--- config.mk ---
export PLATFORM = sky130hd
export DESIGN_NAME = crc_engine
export DESIGN_NICKNAME = d
export VERILOG_FILES = /design/src/rtl/crc_engine.sv
export SDC_FILE = /design/constraint.sdc
export NUM_CORES = 1
export LEC_CHECK = 0
export ABC_AREA = 1
export CAP_MARGIN = 0
export CELL_PAD_IN_SITES_DETAIL_PLACEMENT = 1
export CELL_PAD_IN_SITES_GLOBAL_PLACEMENT = 2
export CORE_MARGIN = 3
export CORE_UTILIZATION = 32
export CTS_CLUSTER_SIZE = 20
export DETAILED_ROUTE_END_ITERATION = 16
export GPL_TIMING_DRIVEN = 0
export MAX_ROUTING_LAYER = met4
export PLACE_DENSITY_LB_ADDON = 0.1
export SETUP_SLACK_MARGIN = 0.4
export SYNTH_ARGS = -nofsm -noshare
export SYNTH_HDL_FRONTEND = slang
export SYNTH_SLANG_ARGS = --single-unit
--- constraint.sdc ---
create_clock -name clk -period 1.8 [get_ports clk]
set_input_delay 0.27 -clock clk [delete_from_list [all_inputs] [get_ports clk]]
set_output_delay 0.27 -clock clk [all_outputs]
set_load 0.005 [all_outputs]
--- src/rtl/crc_engine.sv ---
// Streaming CRC engine: folds DATA_W message bits per accepted beat into a
// running CRC, then serialises the final CRC MSB-first on the output port.
module crc_engine #(
    parameter int unsigned      CRC_W   = 7,
    parameter logic [CRC_W-1:0] POLY    = 7'h09,
    parameter logic [CRC_W-1:0] INIT    = '0,
    parameter int unsigned      DATA_W  = 1,
    parameter logic [CRC_W-1:0] RESIDUE = '0
) (
    input  logic              clk,
    input  logic              rst,
    input  logic              in_valid,
    output logic              in_ready,
    input  logic [DATA_W-1:0] in_data,
    input  logic              in_first,
    input  logic              in_last,
    output logic              out_valid,
    input  logic              out_ready,
    output logic [DATA_W-1:0] out_data,
    output logic [CRC_W-1:0]  crc,
    output logic              frame_done,
    output logic              crc_ok,
    output logic              err
);

    localparam int unsigned NB    = (CRC_W + DATA_W - 1) / DATA_W;
    localparam int unsigned SR_W  = NB * DATA_W;
    localparam int unsigned CNT_W = (NB > 1) ? $clog2(NB) : 1;

    typedef enum logic [1:0] {
        IDLE,
        CALC,
        SEND
    } state_t;

    state_t             state, state_n;
    logic [CRC_W-1:0]   run, run_n;
    logic [CRC_W-1:0]   crc_n;
    logic [SR_W-1:0]    sr, sr_n;
    logic [CNT_W-1:0]   cnt, cnt_n;
    logic               in_ready_n;
    logic               out_valid_n;
    logic               frame_done_n;
    logic               crc_ok_n;
    logic               err_n;

    logic               accept_c;
    logic               load_c;
    logic [CRC_W-1:0]   base_c;
    logic [CRC_W-1:0]   step_c;

    // Applies DATA_W serial CRC steps, in_data MSB first.
    function automatic logic [CRC_W-1:0] crc_step(input logic [CRC_W-1:0] c_in,
                                                  input logic [DATA_W-1:0] d);
        logic [CRC_W-1:0] c;
        logic             fb;
        c = c_in;
        for (int i = DATA_W - 1; i >= 0; i--) begin
            fb = d[i] ^ c[CRC_W-1];
            c  = {c[CRC_W-2:0], 1'b0} ^ (fb ? POLY : '0);
        end
        return c;
    endfunction

    assign accept_c = in_valid & in_ready;
    // A first-flagged beat always restarts from the seed, even mid-frame.
    assign base_c   = (state == CALC && !in_first) ? run : INIT;
    assign step_c   = crc_step(base_c, in_data);
    assign load_c   = accept_c && in_last && (state == CALC || in_first);
    assign out_data = sr[SR_W-1 -: DATA_W];

    always_comb begin
        state_n      = state;
        run_n        = run;
        crc_n        = crc;
        sr_n         = sr;
        cnt_n        = cnt;
        crc_ok_n     = crc_ok;
        frame_done_n = 1'b0;
        err_n        = 1'b0;

        case (state)
            IDLE: begin
                if (accept_c) begin
                    if (in_first) begin
                        run_n   = step_c;
                        state_n = CALC;
                    end else begin
                        err_n = 1'b1;
                    end
                end
            end
            CALC: begin
                if (accept_c) begin
                    run_n = step_c;
                end
            end
            SEND: begin
                if (out_ready) begin
                    sr_n = sr << DATA_W;
                    if (cnt == CNT_W'(NB - 1)) begin
                        cnt_n   = '0;
                        state_n = IDLE;
                    end else begin
                        cnt_n = cnt + CNT_W'(1);
                    end
                end
            end
            default: state_n = IDLE;
        endcase

        // Frame completion: publish result, left-justify it for serialisation.
        if (load_c) begin
            crc_n        = step_c;
            sr_n         = SR_W'(step_c) << (SR_W - CRC_W);
            cnt_n        = '0;
            frame_done_n = 1'b1;
            crc_ok_n     = (step_c == RESIDUE);
            state_n      = SEND;
        end

        in_ready_n  = (state_n != SEND);
        out_valid_n = (state_n == SEND);
    end

    always_ff @(posedge clk) begin
        if (!rst) begin
            state      <= IDLE;
            run        <= INIT;
            crc        <= INIT;
            sr         <= '0;
            cnt        <= '0;
            in_ready   <= 1'b1;
            out_valid  <= 1'b0;
            frame_done <= 1'b0;
            crc_ok     <= 1'b0;
            err        <= 1'b0;
        end else begin
            state      <= state_n;
            run        <= run_n;
            crc        <= crc_n;
            sr         <= sr_n;
            cnt        <= cnt_n;
            in_ready   <= in_ready_n;
            out_valid  <= out_valid_n;
            frame_done <= frame_done_n;
            crc_ok     <= crc_ok_n;
            err        <= err_n;
        end
    end

endmodule

# Word level (Yosys, flattened, before mapping)
# Cells that the tools add are included.
[totals]
out_inout_bits = 13
inputBits = 7
word_cells = 56
ff_bits = 31
[classes]
n_reduce_logical = 15
mux = 18
bitwise_logic = 4
add_sub_neg = 1
eq_ne = 8
[op_table]
columns = ["cell", "count"]
rows = [
  ["7-bit 2-to-1 mux", 7],
  ["7-bit case mux with 2 select lines", 1],
  ["2-bit 2-to-1 mux", 5],
  ["2-bit inequality test (second input constant)", 4],
  ["7-bit logical NOT", 1],
  ["7-bit by 4-bit XOR with 7-bit output", 1],
  ["2-bit case mux with 3 select lines", 1],
  ["2-bit nonzero test", 3],
  ["2-bit equality test (second input constant)", 2],
  ["4-bit 2-to-1 mux", 1],
  ["2-bit AND reduction", 2],
  ["4-bit AND reduction", 1],
  ["3-bit by 1-bit adder with 3-bit output (second input constant)", 1],
  ["3-bit equality test (second input constant)", 1],
  ["1-bit logical AND", 3],
  ["3-bit 2-to-1 mux", 1],
  ["3-bit AND reduction", 1],
  ["2-bit by 1-bit equality test with 1-bit output (second input constant)", 1],
  ["2-bit logical NOT", 1],
  ["1-bit 2-to-1 mux", 2],
  ["2-bit OR reduction", 1],
  ["1-bit bitwise AND", 1],
  ["1-bit logical NOT", 1],
  ["1-bit logical OR", 1],
  ["2 further kinds", 2],
]

# Longest topological paths before layout
# Gate-level depths: netlist of the first run.
[depth]
depth_word = 9
mapped_depth = 9
ltp_nobuf = 9

# Worst setup path before layout of the first run
# Ideal clock, no wire load.
[synth_timing]
kind = "register -> register"
start = "reg in_ready"
end = "reg crc[0]"
t_arrival_ps = 1040
path_slack_ps = 645
setup_time_ps = 115
t_required_ps = 1685
stages_incl_launch_ff = 9
n_path_buf = 1
cell_sequence = "dfxtp_1 > nand2_1 > nor2_4 > nand2_4 > inv_2 > nor2_8 > buf_6 > nand2_1 > nand2_1"
[synth_between]
elab_chain_len = 3
[synth_lines]
columns = ["element", "line", "text"]
rows = [
  ["start: declaration", "13", "output logic in_ready,"],
  ["start signal: assignment", "144", "in_ready <= in_ready_n;"],
  ["1-bit bitwise AND", "65", "assign accept_c = in_valid & in_ready;"],
  ["1-bit logical AND (2 in a row)", "69", "assign load_c = accept_c && in_last && (state == CALC || in_first);"],
  ["end signal: assignment", "141", "crc <= crc_n;"],
  ["end: declaration", "20", "output logic [CRC_W-1:0] crc,"],
]
# Every way passes these cells.
# A chain may end at the register's enable or synchronous reset.

# Final worst setup path of the first run
[layout_timing]
start = "reg in_ready"
end = "out in_ready"
# No word-level cell between the ends.

==> results of run 1 <==
## cell families (layout without fill, tap and decap cells)
family | after synthesis | count (layout) | share of synthesized area [%]
AND/OR/NAND/NOR | 89 | 89 | 32.8
flip-flops | 31 | 31 | 47.0
buffers and inverters | 26 | 56 | 8.62
AO/OA/AOI/OAI | 25 | 25 | 11.0
XOR/XNOR | 1 | 1 | 0.663
## timing repair
item                                    in CTS  in global routing
buffers inserted                             0                  4
pin swaps                                    0                  2
endpoints found under the setup margin      12                 25
resized for setup                            8                 11
## layer usage
metal / share of wire, % / up-vias
met5: 0 / -
met4: 1.1 / 0
met3: 4.5 / 6
met2: 50 / 18
met1: 44 / 555
li1: - / 605
## power breakdown
part,switching [mW],leakage (nW),internal (mW)
sequential,0.0168,0.252,0.716
combinational,0.107,0.539,0.0727
clock,0.254,0.0470,0.299
## how the worst max path moves through the flow
stage / start / to / slack [ns] / cells past startpoint
floorplan: in_ready / crc[0] / 0.64 / 8
global placement: rst / crc_ok / 0.02 / 7
detailed placement: rst / crc_ok / 0.04 / 7
CTS: crc[2] / crc[2] / 0.40 / 1
global route: state[0] / sr[3] / 0.40 / 7
finish: in_ready / in_ready / 0.44 / 1
## state kept, by name, indices dropped and copies added, names as in the netlist
register and count:
cnt 3, frame_done 1, crc_ok 1, err 1, crc 7, run 7, in_ready 1, sr 7
state 2, out_valid 1
## cells in the final DEF (no fill, tap or decap), drive strengths merged
| master | instances |
|---|---|
| a211oi | 2 |
| a21oi | 11 |
| a31oi | 1 |
| buf | 7 |
| clkbuf | 6 |
| clkdlybuf4s50 | 8 |
| clkinv | 1 |
| dfxtp | 31 |
| dlygate4sd2 | 7 |
| dlymetal6s2s | 4 |
| inv | 23 |
| nand2 | 52 |
| nand3 | 14 |
| nand4 | 3 |
| nor2 | 19 |
| nor4 | 1 |
| o21ai | 11 |
| xor2 | 1 |
## area by class of cell
cell class                      count  area share (%)
Multi-Input combinational cell    115            34.9
Sequential cell                    31            36.6
Tap cell                           48            3.53
Buffer                              3            1.76
Clock buffer                        6            4.85
Inverter                           23            5.07
Clock inverter                      1           0.294
Timing Repair Buffer               23            13.0
## through the flow
| step | hold WS (ns) | instance area [sq um] | instances |
|---|---|---|---|
| final | 0.362 | 1700 | 250 |
| after global routing | 0.384 | 1700 | 250 |
| after CTS | 0.451 | 1650 | 246 |
| after detailed placement | 0.442 | 1570 | 239 |
| after global placement | 0.430 | 1570 | 239 |
| after floorplan | 0.404 | 1320 | 172 |
==> qor.csv, run 1 <==
stage,metric,value,unit
timing,Final min period,1.36,ns
final_layout,FF+latch area,623,sq um
critical_path,Setup crit end kind,primary output,
critical_path,Crit-path slowest cell,clkdlybuf4s50_1,
power,Leak,0.838,nW
floorplanning,FP Rows,22,
worst_hold_path,HP Class,in2reg,
routing,final WL,3.38,mm
final_layout,Multi-input gate area,594,sq um
synthesis,Cells after Synth,172,
timing,RSZ-0062 raised after global routing,no,
routing,Initial DRC Count,21,
synthesis,top-count cell post-synth,nand2_1,
critical_path,Reg2Reg Depth,9,
synthesis,Avg Inst Size Synth,7.68,sq um
global_route,number of global-route vias before repair,1217,
final_layout,Final Net Count,209,
timing,f_max,737,MHz
global_route,total grt overflow,0,
critical_path,CP startpoint kind,register,
synthesis,Post-Syn Area,1320,sq um
synthesis,top cell type's share of synthesized area,47.0,%
clock_tree,CTS buffer count,5,
place,post-DP HPWL,2.51,mm
worst_hold_path,WHS Endpoint,err,
final_layout,P&R area growth vs syn,28.9,%
critical_path,"Arr. time, crit path",1.09,ns
floorplanning,Die Y,70.3,um
place,port bufs,19,
run_status,status,"finished, final reports clean",
global_route,pin count of the biggest net entering global routing,11,
routing,DRT antenna net count,0,
synthesis,Async SR Flop Fraction,0,%
timing,# setup viols final,0,
global_route,met1 Use GR,18.0,%
critical_path,worst-path cell chain,clkdlybuf4s50_1,
critical_path,R2R Path Start,in_ready,
synthesis,"top cells by count, synth","nand2_1 (47), dfxtp_1 (31), inv_1 (16), nand3_1 (14), nor2_1 (14)",
global_route,Top Usage Layer GRT,met2,
global_route,GRT met3 Usage,3.88,%
timing,Final Hold Vio Count,0,
final_layout,ratio of cells with drive above 1 in the final layout,20.8,%
clock_tree,CTS tree,yes,
floorplanning,die width,70.3,um
synthesis,yosys synthesis warning count,0,
synthesis,"Seq/Total Area, Yosys",47.0,%
job,maxcap violations,0,
clock_tree,H-tree levels,2,
synthesis,"Top FF cell, synth",dfxtp_1,
final_layout,fillers,479,
clock_tree,hold_buf cts,0,
critical_path,capturing point of the worst reg2reg path,crc_ok,
final_layout,Antenna Cells,0,
synthesis,Yosys reg bits,31,
clock_tree,CTS Buffer Depth,2,
floorplanning,core box area,3830,sq um
floorplanning,Initial Util,34.5,%
critical_path,CP Buf/Inv Count,1,
critical_path,CP Class,reg2out,
worst_hold_path,hold_sp,in_valid,
critical_path,CP peak stage delay,0.49,ns
timing,Setup Total Neg Slack,0,ns
global_route,GRT Util Overall,15.1,%
place,Place WS,0.0399,ns
floorplanning,Ports,20,
power,Final Power,1.47,mW
critical_path,CP Max Fanout,2,
timing,max-slew violations,0,
power,PwrDens,861,nW/um^2
synthesis,Synth cell types,23,
worst_hold_path,hold path depth,3,
clock_tree,Clock Pin Slew Worst Setup and Hold Paths,0.06,ns
clock_tree,Worst-Skew Late Latency,0.28,ns
routing,Routed wire per std cell,13.5,um
routing,DRC errors left,0,
timing,Final Skew,0.00687,ns
global_route,met2 Use GR,23.7,%
routing,Vias/cell,4.74,
critical_path,Top Family by Delay on Critical Path,buffers and inverters,
floorplanning,Die Area,4940,sq um
global_route,antenna violations before repair,0,
routing,Vias,1184,
power,Max VDD drop,0.430,mV
routing,First-pass DRT Iterations,4,
clock_tree,Root Driver,clkbuf_8,
synthesis,Post-synth EDFFs,0,
timing,relative slew slack,78.2,%
timing,Final WS setup,0.443,ns
timing,Tightest Pin Transition,0.327,ns
clock_tree,CTS sink count,31,
global_route,global-route wire length before repair,5.71,mm
place,Placer Congestion,0.763,
synthesis,syn_nets,179,
final_layout,final core utilization,44.5,%
synthesis,leading area contributor after synthesis,dfxtp_1,
synthesis,dominant cells by area after synthesis,"dfxtp_1 (47%), nand2_1 (13%), nand3_1 (5.3%), inv_1 (4.5%), nor2_1 (4.0%)",
critical_path,Worst EP required,1.53,ns
critical_path,reg2reg setup slack,0.49,ns
timing,Tcrit/Tclk final,75.4,%
No activity file was read; power rests on OpenSTA's default activity.
==> inputs of run 2 (changes only) <==
- CORE_UTILIZATION: 32 -> 27
- clock period: 1.8 -> 1.1 ns (I/O delays scaled with it)
==> qor.csv, run 2 (synthesis gave the netlist of run 1 again) <==
stage,metric,value,unit,change
power,PwrDens,1250,nW/um^2,was 861 nW/um^2
routing,Routed wire per std cell,14.5,um,was 13.5 um
final_layout,post-route cell area,2110,sq um,was 1700 sq um
timing,Final min period,1.23,ns,
job,maxcap violations,0,,unchanged
place,Placer Congestion,0.730,,was 0.763
critical_path,CP startpoint kind,register,,unchanged
critical_path,Worst EP required,1.32,ns,was 1.53 ns
run_status,failing checks,setup timing,,
critical_path,Crit. path cell count,9,,was 1
place,Cells after DPL,256,,was 239
floorplanning,Die Y,76.0,um,was 70.3 um
clock_tree,Root Driver,clkbuf_8,,unchanged
power,Max VDD drop,0.824,mV,was 0.430 mV
worst_hold_path,hold_sp,rst,,was in_valid
critical_path,worst-path cell chain,inv_6 > nand2_4 > nand2_4 > nand2_8 > inv_6 > nor2_8 > buf_6 > nand2_1 > nand2_1,,was clkdlybuf4s50_1
timing,RSZ-0062 raised after global routing,yes,,was no
global_route,antenna violations before repair,0,,unchanged
final_layout,ratio of cells with drive above 1 in the final layout,51.1,%,was 20.8%
clock_tree,CTS sink count,31,,unchanged
timing,# setup viols final,26,,was 0
routing,Initial DRC Count,36,,was 21
routing,DRC errors left,0,,unchanged
floorplanning,Ports,20,,unchanged
critical_path,CP Class,reg2reg,,was reg2out
final_layout,P&R area growth vs syn,59.4,%,was 28.9%
place,port bufs,19,,unchanged
timing,Setup Total Neg Slack,-2.19,ns,was 0 ns
global_route,total grt overflow,0,,unchanged
critical_path,Critical Path Source,state[1],,was in_ready
clock_tree,CTS tree,yes,,unchanged
critical_path,Crit-path slowest cell,dfxtp_4,,was clkdlybuf4s50_1
clock_tree,Clock Pin Slew Worst Setup and Hold Paths,0.07,ns,was 0.06 ns
clock_tree,H-tree levels,2,,unchanged
clock_tree,CTS Buffer Depth,2,,unchanged
final_layout,Regs by FF count,"crc x7, run x7, sr x7",,unchanged
routing,DRT antenna net count,0,,unchanged
final_layout,Post-Layout Cell Count,284,,was 250
critical_path,Top Family by Delay on Critical Path,simple AND/OR/NAND/NOR gates,,was buffers and inverters
timing,relative slew slack,77.9,%,was 78.2%
clock_tree,CTS buffer count,5,,unchanged
critical_path,CP Max Fanout,6,,was 2
routing,final WL,4.11,mm,was 3.38 mm
final_layout,most frequent cells in the layout,"nand2_1 (34), dfxtp_1 (18), buf_6 (16), inv_1 (14)",,"was nand2_1 (45), dfxtp_1 (29), inv_1 (15), nand3_1 (14), nor2_1 (13)"
critical_path,Reg2Reg Depth,9,,unchanged
worst_hold_path,hold path depth,3,,unchanged
critical_path,R2R Path Start,state[1],,was in_ready
floorplanning,Die Area,5770,sq um,was 4940 sq um
timing,Tightest Pin Transition,0.331,ns,was 0.327 ns
floorplanning,FP Rows,24,,was 22
place,area post-placement,1620,sq um,was 1570 sq um
critical_path,"Arr. time, crit path",1.45,ns,was 1.09 ns
timing,max-slew violations,0,,unchanged
critical_path,CP peak stage delay,0.40,ns,was 0.49 ns
global_route,number of global-route vias before repair,1358,,"was 1,217"
global_route,global-route wire length before repair,6.53,mm,was 5.71 mm
timing,Final Skew,0.00542,ns,was 0.00687 ns
final_layout,Final Net Count,225,,was 209
place,post-DP HPWL,2.67,mm,was 2.51 mm
timing,f_max,813,MHz,
floorplanning,die width,76.0,um,was 70.3 um
timing,Tcrit/Tclk final,112,%,
run_status,status,finished with violations,,"was finished, final reports clean"
global_route,GRT Util Overall,15.0,%,was 15.1%
floorplanning,core box area,4530,sq um,was 3830 sq um
critical_path,CP Buf/Inv Count,3,,was 1
routing,Vias,1277,,"was 1,184"
power,Leak,0.924,nW,was 0.838 nW
floorplanning,Initial Util,29.1,%,was 34.5%
critical_path,Setup crit end kind,register,,was primary output
timing,Final Hold Vio Count,0,,unchanged
timing,Final WS setup,-0.129,ns,was 0.443 ns
clock_tree,Worst-Skew Late Latency,0.28,ns,about the same
final_layout,"commonest non-fill, non-tap cell in the layout",nand2_1,,unchanged
routing,Vias/cell,4.50,,was 4.74
global_route,pin count of the biggest net entering global routing,11,,unchanged
worst_hold_path,HP Class,in2reg,,unchanged
routing,First-pass DRT Iterations,4,,unchanged
final_layout,Antenna Cells,0,,unchanged
-- run 2: cell count changes in the layout (fill, tap and decap cells not counted), sizes merged, moves of 3 or more --
cell           before  now
dlygate4sd2         7    2
dlymetal6s2s        4    0
clkbuf              6    9
clkdlybuf4s50       8    3
buf                 7   35
-- run 2: timing repair --
action | 4_1_cts | 5_1_grt
endpoints found under the setup margin | 44 | 44
buffers inserted | 9 | 8
gates cloned | 2 | 1
gates resized for setup | 96 | 36
hold buffers | 0 | 0
pin swaps | 10 | 8
-- run 2: area by class of cell --
class / count / area [sq um]
Inverter: 23 / 104
Tap cell: 65 / 81.3
Clock buffer: 8 / 100
Buffer: 3 / 37.5
Sequential cell: 31 / 642
Timing Repair Buffer: 39 / 374
Fill cell: 545 / 2430
Multi-Input combinational cell: 115 / 767
-- run 2: stage by stage --
| stage | setup WS, ns | total power [mW] | hold slack [ns] | util [%] |
|---|---|---|---|---|
| 2_1_floorplan | 0.00542 | 1.41 | 0.299 | - |
| 3_3_place_gp | -0.614 | 1.52 | 0.431 | 35.8 |
| 3_5_place_dp | -0.581 | 1.52 | 0.439 | 35.8 |
| 4_1_cts | -0.120 | 2.61 | 0.345 | 41.7 |
| 5_1_grt | -0.232 | 2.79 | 0.351 | 46.4 |
| 6_report | -0.129 | 2.64 | 0.343 | 46.4 |
-- run 2: layer usage --
layer	global-route usage (%)	routed length [um]	up-vias	share of wire [%]
li1	-	-	638	-
met1	17.0	1750	612	43
met2	24.4	2120	20	52
met3	5.09	163	7	4.0
met4	5.98	74	0	1.8
met5	-	0	-	0
-- run 2: worst paths after layout --
kind                 end  slack (ns)
setup / recovery   sr[4]       -0.13
hold / removal     sr[0]        0.34
setup reg to reg   sr[4]       -0.13
hold reg to reg   crc[4]        0.44
-- run 2: power breakdown --
part,total (mW),switching (mW),internal (mW)
clock,0.996,0.426,0.571
sequential,1.21,0.0383,1.17
combinational,0.434,0.244,0.189
-- run 2: tightest hold or removal path: stages --
cell	delay, ns
clkdlybuf4s15_2	0.27
nand3_2	0.11
nand2_1	0.04
==> inputs of run 3 (changes only) <==
- SKIP_CTS_REPAIR_TIMING: default -> 1
==> qor.csv, run 3 (synthesis gave the netlist of run 1 again) <==
stage,metric,value,unit,change
floorplanning,Ports,20,,unchanged
clock_tree,Root Driver,clkbuf_8,,unchanged
routing,Routed wire per std cell,14.1,um,was 14.5 um
critical_path,CP Buf/Inv Count,3,,unchanged
timing,relative slew slack,77.5,%,was 77.9%
critical_path,Worst EP required,1.34,ns,was 1.32 ns
job,maxcap violations,0,,unchanged
global_route,total grt overflow,0,,unchanged
critical_path,worst-path cell chain,inv_4 > nor2_4 > nand2_4 > nor2_4 > buf_4 > nand2_1 > nand3_2 > nand2_1 > inv_1,,was inv_6 > nand2_4 > nand2_4 > nand2_8 > inv_6 > nor2_8 > buf_6 > nand2_1 > nand2_1
routing,Vias,1247,,"was 1,277"
global_route,GRT Util Overall,13.6,%,was 15.0%
final_layout,P&R area growth vs syn,57.1,%,was 59.4%
timing,f_max,798,MHz,was 813 MHz
critical_path,reg2reg setup slack,-0.15,ns,was -0.13 ns
place,post-DP HPWL,2.67,mm,unchanged
critical_path,CP Max Fanout,7,,was 6
clock_tree,Clock Pin Slew Worst Setup and Hold Paths,0.07,ns,about the same
worst_hold_path,HP Class,in2reg,,unchanged
power,Final Power,2.61,mW,was 2.64 mW
critical_path,Crit-path slowest cell,dfxtp_4,,unchanged
critical_path,CP startpoint kind,register,,unchanged
floorplanning,Die Y,76.0,um,unchanged
floorplanning,Die Area,5770,sq um,unchanged
power,Max VDD drop,0.803,mV,was 0.824 mV
routing,DRC errors left,0,,unchanged
final_layout,Multi-input gate area,805,sq um,was 767 sq um
floorplanning,die width,76.0,um,unchanged
critical_path,Top Family by Delay on Critical Path,simple AND/OR/NAND/NOR gates,,unchanged
final_layout,ratio of cells with drive above 1 in the final layout,54.7,%,was 51.1%
timing,Tightest Pin Transition,0.336,ns,was 0.331 ns
timing,worst hold margin,0.214,ns,was 0.343 ns
final_layout,Regs by FF count,"crc x7, run x7, sr x7",,unchanged
routing,Vias/cell,4.47,,was 4.50
floorplanning,Initial Util,29.1,%,unchanged
run_status,failing checks,setup timing,,unchanged
place,Cells after DPL,256,,unchanged
floorplanning,core box area,4530,sq um,unchanged
final_layout,most frequent cells in the layout,"nand2_1 (29), dfxtp_1 (18), inv_1 (14), nand2_2 (14)",,"was nand2_1 (34), dfxtp_1 (18), buf_6 (16), inv_1 (14)"
critical_path,CP peak stage delay,0.40,ns,about the same
floorplanning,FP Rows,24,,unchanged
timing,Final min period,1.25,ns,was 1.23 ns
clock_tree,H-tree levels,2,,unchanged
timing,Final Skew,0.00606,ns,was 0.00542 ns
critical_path,"Arr. time, crit path",1.49,ns,was 1.45 ns
critical_path,CP Class,reg2reg,,unchanged
global_route,pin count of the biggest net entering global routing,11,,unchanged
place,port bufs,19,,unchanged
timing,RSZ-0062 raised after global routing,yes,,unchanged
final_layout,"commonest non-fill, non-tap cell in the layout",nand2_1,,unchanged
final_layout,fillers,548,,was 545
timing,Final WS setup,-0.153,ns,was -0.129 ns
routing,DRT antenna net count,0,,unchanged
routing,final WL,3.93,mm,was 4.11 mm
clock_tree,CTS Buffer Depth,2,,unchanged
clock_tree,CTS sink count,31,,unchanged
final_layout,Final Net Count,220,,was 225
global_route,antenna violations before repair,0,,unchanged
timing,Tcrit/Tclk final,114,%,was 112%
final_layout,Post-Layout Cell Count,279,,was 284
timing,Final Hold Vio Count,0,,unchanged
critical_path,Setup crit end kind,register,,unchanged
routing,Initial DRC Count,7,,was 36
final_layout,FF+latch area,644,sq um,was 642 sq um
clock_tree,CTS tree,yes,,unchanged
run_status,status,finished with violations,,unchanged
power,Leak,0.920,nW,was 0.924 nW
routing,First-pass DRT Iterations,4,,unchanged
clock_tree,Worst-Skew Late Latency,0.29,ns,was 0.28 ns
global_route,number of global-route vias before repair,1279,,"was 1,358"
place,Place WS,-0.581,ns,unchanged
timing,# setup viols final,26,,unchanged
place,Placer Congestion,0.730,,unchanged
timing,max-slew violations,0,,unchanged
global_route,global-route wire length before repair,5.94,mm,was 6.53 mm
power,PwrDens,1260,nW/um^2,was 1250 nW/um^2
clock_tree,CTS buffer count,5,,unchanged
timing,Setup Total Neg Slack,-2.35,ns,was -2.19 ns
final_layout,Antenna Cells,0,,unchanged
run 3: cell types whose count changed in the layout (fill, tap and decap cells not counted), moves of 3 or more:
cell,delta
buf_2,-6
buf_6,-7
clkbuf_2,+10
nand2_1,-5
nand2_2,+3
nand3_1,-3
nand3_2,+3
nor2_1,+3
o21ai_1,-3
run 3: power breakdown:
part	switching [mW]	internal, mW
clock	0.428	0.571
sequential	0.0376	1.17
combinational	0.234	0.165
total	0.700	1.91
run 3: tightest hold or removal path, cell delays in order:
cell            delay, ns
dlymetal6s2s_1       0.16
nand2_4              0.09
nor4_1               0.05
run 3: routing by layer:
metal	part of all wire [%]	GRT usage [%]	wire length [um]	up-vias
met5	0	-	0	-
met2	51	21.2	2010	19
met3	3.7	5.33	146	5
li1	-	-	-	627
met1	44	15.4	1710	596
met4	1.6	5.98	62	0
run 3: cell type report:
type                            instances  share of cell area [%]
Buffer                                  3                    2.23
Clock buffer                            8                    4.82
Inverter                               23                    5.12
Multi-Input combinational cell        115                    38.8
Sequential cell                        31                    31.0
Tap cell                               65                    3.92
Timing Repair Buffer                   34                    14.1
run 3: path summary, 6_finish.rpt:
| check | from | to | cells past startpoint |
|---|---|---|---|
| setup reg to reg | state[0] | run[3] | 9 |
| hold / removal | in_valid | err | 3 |
| hold reg to reg | crc[5] | crc[5] | 2 |
| setup / recovery | state[0] | run[3] | 9 |
run 3: metrics by stage:
| stage | util, % | instance area (sq um) |
|---|---|---|
| 2_1_floorplan | - | 1350 |
| 3_3_place_gp | 35.8 | 1620 |
| 3_5_place_dp | 35.8 | 1620 |
| 4_1_cts | 38.0 | 1720 |
| 5_1_grt | 45.8 | 2080 |
| 6_report | 45.8 | 2080 |
